--- src/rtl/csr_trap_ctrl_if.sv ---
// CSR set/clear bus between the trap sequencer and the machine-mode CSR field modules.
// The sequencer drives the master side; the field modules answer on the slave side.
interface csr_trap_ctrl_if;
  logic        en_o;
  logic [11:0] addr_o;
  logic [31:0] set_o;
  logic [31:0] clear_o;
  logic        ack_i;
  logic [31:0] mstatus_i;
  logic [31:0] mtvec_i;
  logic [31:0] mepc_i;

  modport master (
    output en_o, addr_o, set_o, clear_o,
    input  ack_i, mstatus_i, mtvec_i, mepc_i
  );

  modport slave (
    input  en_o, addr_o, set_o, clear_o,
    output ack_i, mstatus_i, mtvec_i, mepc_i
  );
endinterface

--- src/rtl/csr_trap_ctrl.sv ---
// Machine-mode trap/mret sequencer: serialises trap entry and mret onto the CSR set/clear
// bus and arbitrates single-cycle pipeline CSR accesses onto the same bus.
module csr_trap_ctrl (
  input  logic                   clk_i,
  input  logic                   rst_i,
  input  logic                   trap_req_i,
  input  logic [31:0]            trap_pc_i,
  input  logic [31:0]            trap_cause_i,
  input  logic [31:0]            trap_tval_i,
  input  logic                   mret_i,
  input  logic                   csr_req_i,
  input  logic [11:0]            csr_addr_i,
  input  logic [31:0]            csr_set_i,
  input  logic [31:0]            csr_clear_i,
  output logic                   csr_done_o,
  output logic                   csr_err_o,
  csr_trap_ctrl_if.master        bus,
  output logic                   trap_ack_o,
  output logic                   mret_ack_o,
  output logic                   busy_o,
  output logic                   redirect_valid_o,
  output logic [31:0]            redirect_pc_o,
  output logic                   fault_o
);

  localparam logic [11:0] MSTATUS = 12'h300;
  localparam logic [11:0] MTVEC   = 12'h305;
  localparam logic [11:0] MEPC    = 12'h341;
  localparam logic [11:0] MCAUSE  = 12'h342;
  localparam logic [11:0] MTVAL   = 12'h343;

  localparam logic [2:0] IDLE     = 3'd0;
  localparam logic [2:0] T_EPC    = 3'd1;
  localparam logic [2:0] T_CAUSE  = 3'd2;
  localparam logic [2:0] T_TVAL   = 3'd3;
  localparam logic [2:0] T_STATUS = 3'd4;
  localparam logic [2:0] T_REDIR  = 3'd5;
  localparam logic [2:0] M_STATUS = 3'd6;
  localparam logic [2:0] M_REDIR  = 3'd7;

  logic [2:0]  state, state_nxt;
  logic [31:0] pc_q, cause_q, tval_q;
  logic        mie_q;
  logic        idle_live, trap_acc, mret_acc, csr_acc;
  logic        unused_bits;

  // Gating with rst_i keeps every output at 0 while reset is held, even in IDLE.
  assign idle_live = (state == IDLE) && rst_i;
  assign trap_acc  = idle_live && trap_req_i;
  assign mret_acc  = idle_live && !trap_req_i && mret_i;
  assign csr_acc   = idle_live && !trap_req_i && !mret_i && csr_req_i;

  assign unused_bits = ^{trap_pc_i[1:0], bus.mstatus_i[31:8], bus.mstatus_i[6:4],
                         bus.mstatus_i[2:0]};

  always_comb begin
    state_nxt = state;
    case (state)
      IDLE: begin
        if (trap_acc)      state_nxt = T_EPC;
        else if (mret_acc) state_nxt = M_STATUS;
      end
      T_EPC:    state_nxt = T_CAUSE;
      T_CAUSE:  state_nxt = T_TVAL;
      T_TVAL:   state_nxt = T_STATUS;
      T_STATUS: state_nxt = T_REDIR;
      T_REDIR:  state_nxt = IDLE;
      M_STATUS: state_nxt = M_REDIR;
      M_REDIR:  state_nxt = IDLE;
      default:  state_nxt = IDLE;
    endcase
  end

  always_ff @(posedge clk_i or negedge rst_i) begin
    if (!rst_i) begin
      state   <= IDLE;
      pc_q    <= '0;
      cause_q <= '0;
      tval_q  <= '0;
      mie_q   <= 1'b0;
    end else begin
      state <= state_nxt;
      if (trap_acc) begin
        pc_q    <= {trap_pc_i[31:2], 2'b00};
        cause_q <= trap_cause_i;
        tval_q  <= trap_tval_i;
        mie_q   <= bus.mstatus_i[3];
      end
    end
  end

  always_comb begin
    bus.en_o         = 1'b0;
    bus.addr_o       = '0;
    bus.set_o        = '0;
    bus.clear_o      = '0;
    trap_ack_o       = 1'b0;
    mret_ack_o       = 1'b0;
    csr_done_o       = 1'b0;
    csr_err_o        = 1'b0;
    redirect_valid_o = 1'b0;
    redirect_pc_o    = '0;
    fault_o          = 1'b0;
    case (state)
      IDLE: begin
        if (trap_acc) begin
          trap_ack_o = 1'b1;
        end else if (mret_acc) begin
          mret_ack_o = 1'b1;
        end else if (csr_acc) begin
          bus.en_o    = 1'b1;
          bus.addr_o  = csr_addr_i;
          bus.set_o   = csr_set_i;
          bus.clear_o = csr_clear_i;
          csr_done_o  = 1'b1;
          csr_err_o   = !bus.ack_i;
        end
      end
      T_EPC: begin
        bus.en_o    = 1'b1;
        bus.addr_o  = MEPC;
        bus.set_o   = pc_q;
        bus.clear_o = ~pc_q;
      end
      T_CAUSE: begin
        bus.en_o    = 1'b1;
        bus.addr_o  = MCAUSE;
        bus.set_o   = cause_q;
        bus.clear_o = ~cause_q;
      end
      T_TVAL: begin
        bus.en_o    = 1'b1;
        bus.addr_o  = MTVAL;
        bus.set_o   = tval_q;
        bus.clear_o = ~tval_q;
      end
      T_STATUS: begin
        // MPIE <- MIE, MPP <- M, MIE <- 0; every other field left untouched.
        bus.en_o    = 1'b1;
        bus.addr_o  = MSTATUS;
        bus.set_o   = {19'd0, 2'b11, 3'd0, mie_q, 7'd0};
        bus.clear_o = 32'h0000_0088;
      end
      T_REDIR: begin
        redirect_valid_o = 1'b1;
        redirect_pc_o    = bus.mtvec_i;
      end
      M_STATUS: begin
        // MIE <- MPIE, MPIE <- 1, MPP <- U.
        bus.en_o    = 1'b1;
        bus.addr_o  = MSTATUS;
        bus.set_o   = {24'd0, 1'b1, 3'd0, bus.mstatus_i[7], 3'd0};
        bus.clear_o = 32'h0000_1808;
      end
      M_REDIR: begin
        redirect_valid_o = 1'b1;
        redirect_pc_o    = bus.mepc_i;
      end
      default: ;
    endcase
    if (bus.en_o && (state != IDLE)) fault_o = !bus.ack_i;
  end

  assign busy_o = (state != IDLE);

endmodule
--- src/flat_wrapper.sv ---
// flat-port wrapper written by rule: the top's interface ports become plain ports
module csr_trap_ctrl_flat 
  (clk_i, rst_i, trap_req_i, trap_pc_i, trap_cause_i, trap_tval_i, mret_i, csr_req_i, csr_addr_i, csr_set_i, csr_clear_i, csr_done_o, csr_err_o, trap_ack_o, mret_ack_o, busy_o, redirect_valid_o, redirect_pc_o, fault_o, bus_en_o, bus_addr_o, bus_set_o, bus_clear_o, bus_ack_i, bus_mstatus_i, bus_mtvec_i, bus_mepc_i);
  csr_trap_ctrl_if bus_i ();
  input  logic clk_i;
  input  logic rst_i;
  input  logic trap_req_i;
  input  logic [31:0] trap_pc_i;
  input  logic [31:0] trap_cause_i;
  input  logic [31:0] trap_tval_i;
  input  logic mret_i;
  input  logic csr_req_i;
  input  logic [11:0] csr_addr_i;
  input  logic [31:0] csr_set_i;
  input  logic [31:0] csr_clear_i;
  output logic csr_done_o;
  output logic csr_err_o;
  output logic trap_ack_o;
  output logic mret_ack_o;
  output logic busy_o;
  output logic redirect_valid_o;
  output logic [31:0] redirect_pc_o;
  output logic fault_o;
  output wire logic [$bits(bus_i.en_o)-1:0] bus_en_o;
  output wire logic [$bits(bus_i.addr_o)-1:0] bus_addr_o;
  output wire logic [$bits(bus_i.set_o)-1:0] bus_set_o;
  output wire logic [$bits(bus_i.clear_o)-1:0] bus_clear_o;
  input wire logic [$bits(bus_i.ack_i)-1:0] bus_ack_i;
  input wire logic [$bits(bus_i.mstatus_i)-1:0] bus_mstatus_i;
  input wire logic [$bits(bus_i.mtvec_i)-1:0] bus_mtvec_i;
  input wire logic [$bits(bus_i.mepc_i)-1:0] bus_mepc_i;
  assign bus_en_o = bus_i.en_o;
  assign bus_addr_o = bus_i.addr_o;
  assign bus_set_o = bus_i.set_o;
  assign bus_clear_o = bus_i.clear_o;
  assign bus_i.ack_i = bus_ack_i;
  assign bus_i.mstatus_i = bus_mstatus_i;
  assign bus_i.mtvec_i = bus_mtvec_i;
  assign bus_i.mepc_i = bus_mepc_i;
  csr_trap_ctrl u_core (.clk_i(clk_i), .rst_i(rst_i), .trap_req_i(trap_req_i), .trap_pc_i(trap_pc_i), .trap_cause_i(trap_cause_i), .trap_tval_i(trap_tval_i), .mret_i(mret_i), .csr_req_i(csr_req_i), .csr_addr_i(csr_addr_i), .csr_set_i(csr_set_i), .csr_clear_i(csr_clear_i), .csr_done_o(csr_done_o), .csr_err_o(csr_err_o), .bus(bus_i), .trap_ack_o(trap_ack_o), .mret_ack_o(mret_ack_o), .busy_o(busy_o), .redirect_valid_o(redirect_valid_o), .redirect_pc_o(redirect_pc_o), .fault_o(fault_o));
endmodule
--- config.mk ---
export PLATFORM = sky130hd
export DESIGN_NAME = csr_trap_ctrl_flat
export DESIGN_NICKNAME = d
export VERILOG_FILES = /design/src/rtl/csr_trap_ctrl_if.sv /design/src/rtl/csr_trap_ctrl.sv /design/src/flat_wrapper.sv
export SDC_FILE = /design/constraint.sdc
export NUM_CORES = 1
export LEC_CHECK = 0
export BUFFER_PORTS_ARGS = -buffer_cell sky130_fd_sc_hd__buf_2
export CORE_AREA = 2 2 153 155
export DETAILED_ROUTE_END_ITERATION = 8
export DIE_AREA = 0 0 155 157
export GPL_ROUTABILITY_DRIVEN = 0
export PLACE_DENSITY = 0.64
export SYNTH_ARGS = -nofsm -noshare
export SYNTH_HDL_FRONTEND = slang
export SYNTH_SLANG_ARGS = --single-unit
--- constraint.sdc ---
create_clock -name clk_i -period 2.25 [get_ports clk_i]
set_clock_uncertainty 0.05 [all_clocks]
set_input_delay 0.1125 -clock clk_i [delete_from_list [all_inputs] [get_ports clk_i]]
set_output_delay 0.1125 -clock clk_i [all_outputs]
set_load 0.03 [all_outputs]
### After elaboration in Yosys (flattened, before gate mapping)

Cells that the tools add are included.

| storage, ports and cells | value |
|---|---|
| register bits after elaboration | 98 |
| word-level logic and storage cells | 63 |
| input bits | 274 |
| output and inout bits | 116 |

| operators by class | value |
|---|---|
| equal/unequal tests | 8 |
| bitwise gates (word level) | 3 |
| reductions and logical operators | 15 |
| muxes and demuxes | 32 |

Operator list:

| cell | count |
|---|---|
| case mux 32 bit (6 select lines) | 2 |
| two-way mux 32 bit | 6 |
| inverter 32 bit | 3 |
| case mux 32 bit (2 select lines) | 1 |
| case mux 12 bit (5 select lines) | 1 |
| two-way mux 12 bit | 3 |
| case mux 3 bit (7 select lines) | 1 |
| two-way mux 1 bit | 15 |
| equality test 3 bit, second input constant | 4 |
| logical AND 1 bit | 7 |
| equality test 3 x 2 -> 1 bit, second input constant | 2 |
| two-way mux 3 bit | 2 |
| OR reduction 5 bit | 1 |
| OR reduction 2 bit | 2 |
| equality test 3 x 1 -> 1 bit, second input constant | 1 |
| zero test 1 bit | 3 |
| zero test 3 bit | 1 |
| != test 3 x 1 -> 1 bit, second input constant | 1 |
| nonzero test 3 bit | 1 |
| case mux 1 bit (2 select lines) | 1 |

### Logic depth before layout (Yosys ltp)

Gate-level depths: netlist of the first run.

| depth | value |
|---|---|
| depth after elaboration | 11 |
| gate-level depth with buffers | 7 |

### Least setup slack after synthesis of the first run

OpenSTA, ideal clock, no wires.

| timing path | value |
|---|---|
| path kind | register -> output |
| start | register u_core.state[2] |
| end | output port fault_o |
| stages on the path, launching flop included | 6 |
| slack | 0.244 ns |
| arrival | 1.844 ns |
| path buffers | 2 |
| path through | dfrtp_1 -> buf_2 -> buf_2 -> nand2_1 -> inv_1 -> nor3_1 |

| on the way | value |
|---|---|
| longest elaborated chain between the ends | 11 |
| elaborated cells on any way between the ends | 20 |

RTL lines:

| element | RTL line | source |
|---|---|---|
| from (decl) | csr_trap_ctrl.sv:41 | `logic [2:0] state, state_nxt;` |
| from (signal assigned) | csr_trap_ctrl.sv:82 | `state <= state_nxt;` |
| zero test 3 bit | csr_trap_ctrl.sv:48, csr_trap_ctrl.sv:104 |  |
| logical AND 1 bit | csr_trap_ctrl.sv:48 | `assign idle_live = (state == IDLE) && rst_i;` |
| logical AND 1 bit | csr_trap_ctrl.sv:50, csr_trap_ctrl.sv:51 |  |
| logical AND 1 bit (2 in a row) | csr_trap_ctrl.sv:51 | `assign csr_acc = idle_live && !trap_req_i && !mret_i && csr_req_i;` |
| two-way mux 1 bit | csr_trap_ctrl.sv:110 | `end else if (csr_acc) begin` |
| two-way mux 1 bit | csr_trap_ctrl.sv:108 | `end else if (mret_acc) begin` |
| two-way mux 1 bit | csr_trap_ctrl.sv:106 | `if (trap_acc) begin` |
| case mux 1 bit (2 select lines) | csr_trap_ctrl.sv:104 | `case (state)` |
| logical AND 1 bit (*) | csr_trap_ctrl.sv:161 | `if (bus.en_o && (state != IDLE)) fault_o = !bus.ack_i;` |
| two-way mux 1 bit (*) | csr_trap_ctrl.sv:161 |  |
| to (decl) | flat_wrapper.sv:23 | `output logic fault_o;` |

Mark *: on every way between the ends. The rest lies on a longest branch, timed or not.

### Final worst setup path of the first run

| timing path | value |
|---|---|
| start | register u_core.state[0] |
| end | output port bus_set_o[12] |

| on the way | value |
|---|---|
| longest elaborated chain between the ends | 9 |
| elaborated cells on any way between the ends | 16 |

RTL lines:

| element | RTL line | source |
|---|---|---|
| zero test 3 bit | csr_trap_ctrl.sv:48, csr_trap_ctrl.sv:104 |  |
| logical AND 1 bit | csr_trap_ctrl.sv:48 |  |
| logical AND 1 bit | csr_trap_ctrl.sv:50, csr_trap_ctrl.sv:51 |  |
| logical AND 1 bit (2 in a row) | csr_trap_ctrl.sv:51 |  |
| two-way mux 32 bit | csr_trap_ctrl.sv:110 |  |
| two-way mux 32 bit | csr_trap_ctrl.sv:108 |  |
| two-way mux 32 bit | csr_trap_ctrl.sv:106 |  |
| case mux 32 bit (6 select lines) (*) | csr_trap_ctrl.sv:104 |  |
| to (decl) | flat_wrapper.sv:26 | `output wire logic [$bits(bus_i.set_o)-1:0] bus_set_o;` |

Marks and branches as above.

==> impl_metrics.env, run 1 <==
export IMPL_internal_power_uw=7406
export IMPL_slew_limit_headroom_pct=50.63
export IMPL_die_area_um2=24340
export IMPL_grt_first_pass_wirelength_um=35890
export IMPL_num_antenna_cells=0
export IMPL_cp_startpoint="u_core.state[0]"
export IMPL_routed_via_density=4.953
export IMPL_synth_edff_count=0
export IMPL_syn_area_um2=6291
export IMPL_combPwrFrac_pct=65.4
export IMPL_min_path_type="primary input to flip-flop"
export IMPL_crit_fanout=20
export IMPL_p_clk_share_pct=11.2
export IMPL_grt_overflow=0
export IMPL_fin_crit_ps=2179
export IMPL_avgSynthCellArea_um2=11.27
export IMPL_ir_worst_vdd_v=0.0006819
export IMPL_die_h_um=157
export IMPL_drive_gt1_share_pct=53.79
export IMPL_layout_common_cells="buf_2 (354), dlygate4sd3_1 (96), dfrtp_1 (95)"
export IMPL_post_synth_inst_count=558
export IMPL_yosys_area_top_type="dfrtp_1"
export IMPL_cts_path_max_buffers=2
export IMPL_drtIter0Drc=309
export IMPL_hold_path_startpoint="trap_req_i"
export IMPL_ant_nets=0
export IMPL_initial_core_util_pct=27.96
export IMPL_p_switching_uw=6656
export IMPL_firstDrtPassIters=4
export IMPL_yosys_top_cells_area="dfrtp_1 (39%), mux2_2 (15%), mux2_4 (9.3%)"
export IMPL_r2r_slack_ps=360
export IMPL_dp_final_hpwl_um=17610
export IMPL_status="finished clean"
export IMPL_finalSetupViolCount=0
export IMPL_area_growth_pct=54.99
export IMPL_cap_violations=0
export IMPL_path_class="flip-flop to primary output"
export IMPL_instances_no_fill=1287
export IMPL_yosys_most_used_dff="dfrtp_1"
export IMPL_grt_usage_pct=19.13
export IMPL_drc=0
export IMPL_cp_arrival_ps=2020
export IMPL_ios=390
export IMPL_power_density_nw_per_um2=1442
export IMPL_synthArstFlopShare_pct=100.0
export IMPL_clkTransAtPathRegs_ps=70
export IMPL_ys_ff_latch=98
export IMPL_synth_top_area_share_pct=38.98
export IMPL_fin_setup_tns_ps=0
export IMPL_seq_power_share_pct=23.5
export IMPL_cp_data_required_time_ps=2090
export IMPL_worst_pin_slew_ps=740.5
export IMPL_port_buffers=357
export IMPL_grt_max_degree=55
export IMPL_fmax_mhz=458.8
export IMPL_wirelength_um=24240
export IMPL_clock_latency_ps=340
export IMPL_cts_root_buf="clkbuf_16"
export IMPL_p_leak_uw=0.004930
export IMPL_endpoint_kind="primary output"
export IMPL_synth_nets=832
export IMPL_synth_cell_type_count=41
export IMPL_r2r_start="u_core.state[2]"
export IMPL_start_kind="flip-flop"
export IMPL_fin_crit_sh_pct=96.87
export IMPL_rsz0062_at_grt="no"
export IMPL_rows=55
export IMPL_via_count=6375
export IMPL_antenna_found_initial=1
export IMPL_core_area_um2=22500
export IMPL_place_inst=1172
export IMPL_synth_seq_area_share_pct=38.98
export IMPL_wl_per_cell_um=18.84
export IMPL_grt_pass1_vias=6638
export IMPL_die_w_um=155
export IMPL_cts_made_buffers=9
export IMPL_switching_share_pct=47.34
export IMPL_slew_violations=0
export IMPL_cts_tree="done"
export IMPL_cts_sinks=98
export IMPL_final_nets=1271
export IMPL_final_common_cell="buf_2"
export IMPL_hold_viol_final=0
export IMPL_h_tree_depth=3
export IMPL_synth_warnings=0
[critical path, cell delays in order, from the launching register on]
cell and delay [ps]:
dfrtp_2 470, clkbuf_16 220, nor3_1 480, a221o_1 270, buf_2 220
[final cells by class]
type	count	area [um^2]
multi-input combinational	399	3491
clock buffer	11	252.7
tap	285	356.6
timing repair buffer	482	3119
inverter	7	30.03
sequential	98	2456
clock inverter	5	45.04
fill	2170	12750
[routing by layer]
layer  part of all wire (%)  track usage (%)  vias up
met2                     51            36.30      281
met5                  0.054                0        -
met1                     38            20.41     3089
met4                    2.6            6.173        2
li1                       -                -     2961
met3                    7.6            5.396       42
[flip-flops by register name, summed over array words and instances (netlist names)]
| name | cells |
|---|---|
| u_core.state | 3 |
| u_core.pc_q | 30 |
| u_core.cause_q | 32 |
| u_core.mie_q | 1 |
| u_core.tval_q | 32 |
[synth_stat cells (2+ instances only)]
| library cell | number |
|---|---|
| nor3_1 | 29 |
| buf_4 | 7 |
| and3_1 | 9 |
| o2bb2ai_1 | 2 |
| a221o_1 | 32 |
| buf_6 | 2 |
| a31oi_1 | 4 |
| mux2_2 | 85 |
| a22o_1 | 2 |
| clkbuf_1 | 16 |
| buf_1 | 2 |
| a211o_1 | 26 |
| o32ai_1 | 4 |
| mux2i_1 | 38 |
| inv_1 | 7 |
| a32oi_1 | 3 |
| mux2_4 | 39 |
| a211oi_1 | 2 |
| nor2_1 | 63 |
| o21ai_0 | 4 |
| nand2_1 | 7 |
| buf_12 | 4 |
| a21oi_1 | 9 |
| buf_2 | 21 |
| nor3b_1 | 25 |
| nand2b_1 | 4 |
| dfrtp_1 | 98 |
[kinds of logic (layout without fill, tap and decap cells)]
family | after synthesis | in the layout | synth area share [%]
muxes | 162 | 162 | 30.57
DFF | 98 | 98 | 38.98
and+or+nand+nor | 147 | 147 | 12.35
buffers and inverters | 61 | 505 | 5.947
AOI/OAI and AO/OA | 90 | 90 | 12.15
[path summary, 6_finish.rpt]
check,end,cells past startpoint
worst max-delay path,bus_set_o[12],4
worst min-delay path,u_core.state[0],3
worst max register to register,u_core.pc_q[17],4
worst min register to register,u_core.cause_q[24],1
max in group asynchronous,u_core.cause_q[17],4
min in group asynchronous,u_core.pc_q[23],3
[what timing repair did]
action                                  in CTS  in global routing
resized for setup                            4                  7
hold endpoints to repair                   139                  0
endpoints found under the setup margin       9                 31
hold buffers                                96                  0
setup buffers                                1                  0
gates cloned                                 0                  2
[power groups by stage]
stage | registers [uW] | logic, uW | clock network, uW
2_1_floorplan | 3050 | 6570 | 0
3_3_place_gp | 3270 | 8790 | 0
3_5_place_dp | 3310 | 8840 | 0
4_1_cts | 3280 | 9060 | 1620
5_1_grt | 3410 | 9810 | 1690
6_report | 3300 | 9190 | 1570
[stage by stage]
stage                     total power [uW]  hold slack, ps  setup WS, ps  util [%]  instance area [um^2]
after floorplan                       9619          -233.1         243.8         -                  6291
after global placement               12060           147.9         333.7     37.31                  8397
after detailed placement             12150           146.6         337.8     37.31                  8397
after CTS                            13960           17.79         21.97     43.01                  9678
after global routing                 14920           60.29         6.060     43.33                  9751
final                                14060           36.14         70.50     43.33                  9751
Power figures use the tool's default switching activity.
==> inputs of run 2 (changes only) <==
Settings changed: CTS_BUF_LIST from default to sky130_fd_sc_hd__clkbuf_8.
==> impl_metrics.env, run 2 (synthesis results as in run 1) <==
export IMPL_cp_arrival_ps=2030
export IMPL_ir_worst_vdd_v=0.0006819
export IMPL_clock_latency_ps=370
export IMPL_cp_slowest_cell="dfrtp_2"
export IMPL_cts_sinks=98
export IMPL_fin_crit_ps=2191
export IMPL_rows=55
export IMPL_wl_met3_um=1889
export IMPL_dp_final_hpwl_um=17610
export IMPL_ios=390
export IMPL_crit_buf_inv=3
export IMPL_drc=0
export IMPL_fin_hold_ws_ps=89.14
export IMPL_crit_fanout=11
export IMPL_firstDrtPassIters=4
export IMPL_fin_crit_sh_pct=97.40
export IMPL_routed_via_density=4.940
export IMPL_worst_pin_slew_ps=739.9
export IMPL_wl_per_cell_um=19.06
export IMPL_layout_common_cells="buf_2 (346), dlygate4sd3_1 (97), dfrtp_1 (95)"
export IMPL_core_area_um2=22500
export IMPL_h_tree_depth=3
export IMPL_final_common_cell="buf_2"
export IMPL_clkTransAtPathRegs_ps=100
export IMPL_power_density_nw_per_um2=1425
export IMPL_initial_core_util_pct=27.96
export IMPL_route_met2_wl_um=12730
export IMPL_ant_nets=0
export IMPL_fmax_mhz=456.3
export IMPL_cts_path_max_buffers=2
export IMPL_slew_limit_headroom_pct=50.67
export IMPL_die_area_um2=24340
export IMPL_cpPeakStageDelay_ps=520
export IMPL_path_delay_family="flip-flops"
export IMPL_crit_chain="buf_12 > buf_4 > mux2_2 > a221o_1 > buf_2"
export IMPL_start_kind="flip-flop"
export IMPL_endpoint_kind="primary output"
export IMPL_cap_violations=0
export IMPL_min_path_type="primary input to flip-flop"
export IMPL_wirelength_um=24650
export IMPL_cts_tree="done"
export IMPL_final_nets=1277
export IMPL_area_growth_pct=56.54
export IMPL_hold_viol_final=0
export IMPL_cts_root_buf="clkbuf_8"
export IMPL_grt_max_degree=55
export IMPL_die_w_um=155
export IMPL_p_leak_uw=0.004963
export IMPL_cts_made_buffers=9
export IMPL_path_class="flip-flop to primary output"
export IMPL_num_antenna_cells=0
export IMPL_status="finished clean"
export IMPL_die_h_um=157
export IMPL_drive_gt1_share_pct=54.76
export IMPL_grt_usage_pct=19.42
export IMPL_port_buffers=357
export IMPL_finalSetupViolCount=0
export IMPL_post_route_util_pct=43.76
export IMPL_cp_data_required_time_ps=2090
export IMPL_drtIter0Drc=285
export IMPL_antenna_found_initial=1
export IMPL_grt_first_pass_wirelength_um=36320
export IMPL_slew_violations=0
export IMPL_instances_no_fill=1293
export IMPL_rsz0062_at_grt="yes"
export IMPL_reg_largest_list="u_core.cause_q x32, u_core.tval_q x32, u_core.pc_q x30"
export IMPL_met1Wirelength_um=9388
export IMPL_grt_pass1_vias=6686
export IMPL_place_inst=1172
export IMPL_top_layer_used="met5"
export IMPL_power_uw=14030
export IMPL_nFillCells=2157
export IMPL_grt_overflow=0
export IMPL_via_count=6387
## run 2: repair_timing
item	CTS	global route
endpoints found under the hold margin	140	0
resized for setup	7	38
gates cloned	1	3
hold buffers	97	0
setup endpoints to repair	33	50
setup buffers	1	3
## run 2: tightest hold or removal path, stage by stage
cell	delay (ps)
buf_2	130
a31oi_1	170
o31ai_1	70
## run 2: through the flow
stage / setup slack [ps] / instance area, um^2 / setup TNS [ps]
after floorplan: 243.8 / 6291 / 0
after global placement: 333.7 / 8397 / 0
after detailed placement: 337.8 / 8397 / 0
after CTS: 0.4183 / 9633 / 0
after global routing: -38.04 / 9848 / -161.1
final: 58.52 / 9848 / 0
## run 2: area by class of cell
cell class	instances	area, um^2	share of cell area (%)
multi-input combinational	399	3550	36.04
timing repair buffer	488	3259	33.10
sequential	98	2456	24.94
tap	285	356.6	3.621
clock buffer	11	151.4	1.537
clock inverter	5	45.04	0.4574
inverter	7	30.03	0.3049
## run 2: power by group
part           leakage, uW  total (uW)  internal (uW)  switching (uW)
Combinational      0.00369        9550           4170            5380
Clock            0.0000985        1170            482             690
Sequential         0.00117        3320           2660             662
Total              0.00496       14000           7310            6730
## run 2: per-layer routing
| metal | vias to the layer above | track usage (%) |
|---|---|---|
| li1 | 2969 | - |
| met3 | 40 | 5.617 |
| met2 | 293 | 36.34 |
| met5 | - | 0 |
| met1 | 3083 | 20.74 |
| met4 | 2 | 7.011 |
## run 2: worst paths after layout
check	to	slack [ps]	cells after the start	from
worst max-delay path	bus_set_o[10]	60	5	u_core.state[0]
worst min-delay path	u_core.state[1]	90	3	mret_i
worst max register to register	u_core.pc_q[17]	320	4	u_core.state[0]
worst min register to register	u_core.cause_q[17]	460	1	u_core.cause_q[17]
max in group asynchronous	u_core.pc_q[10]	720	4	rst_i
min in group asynchronous	u_core.pc_q[23]	380	3	rst_i
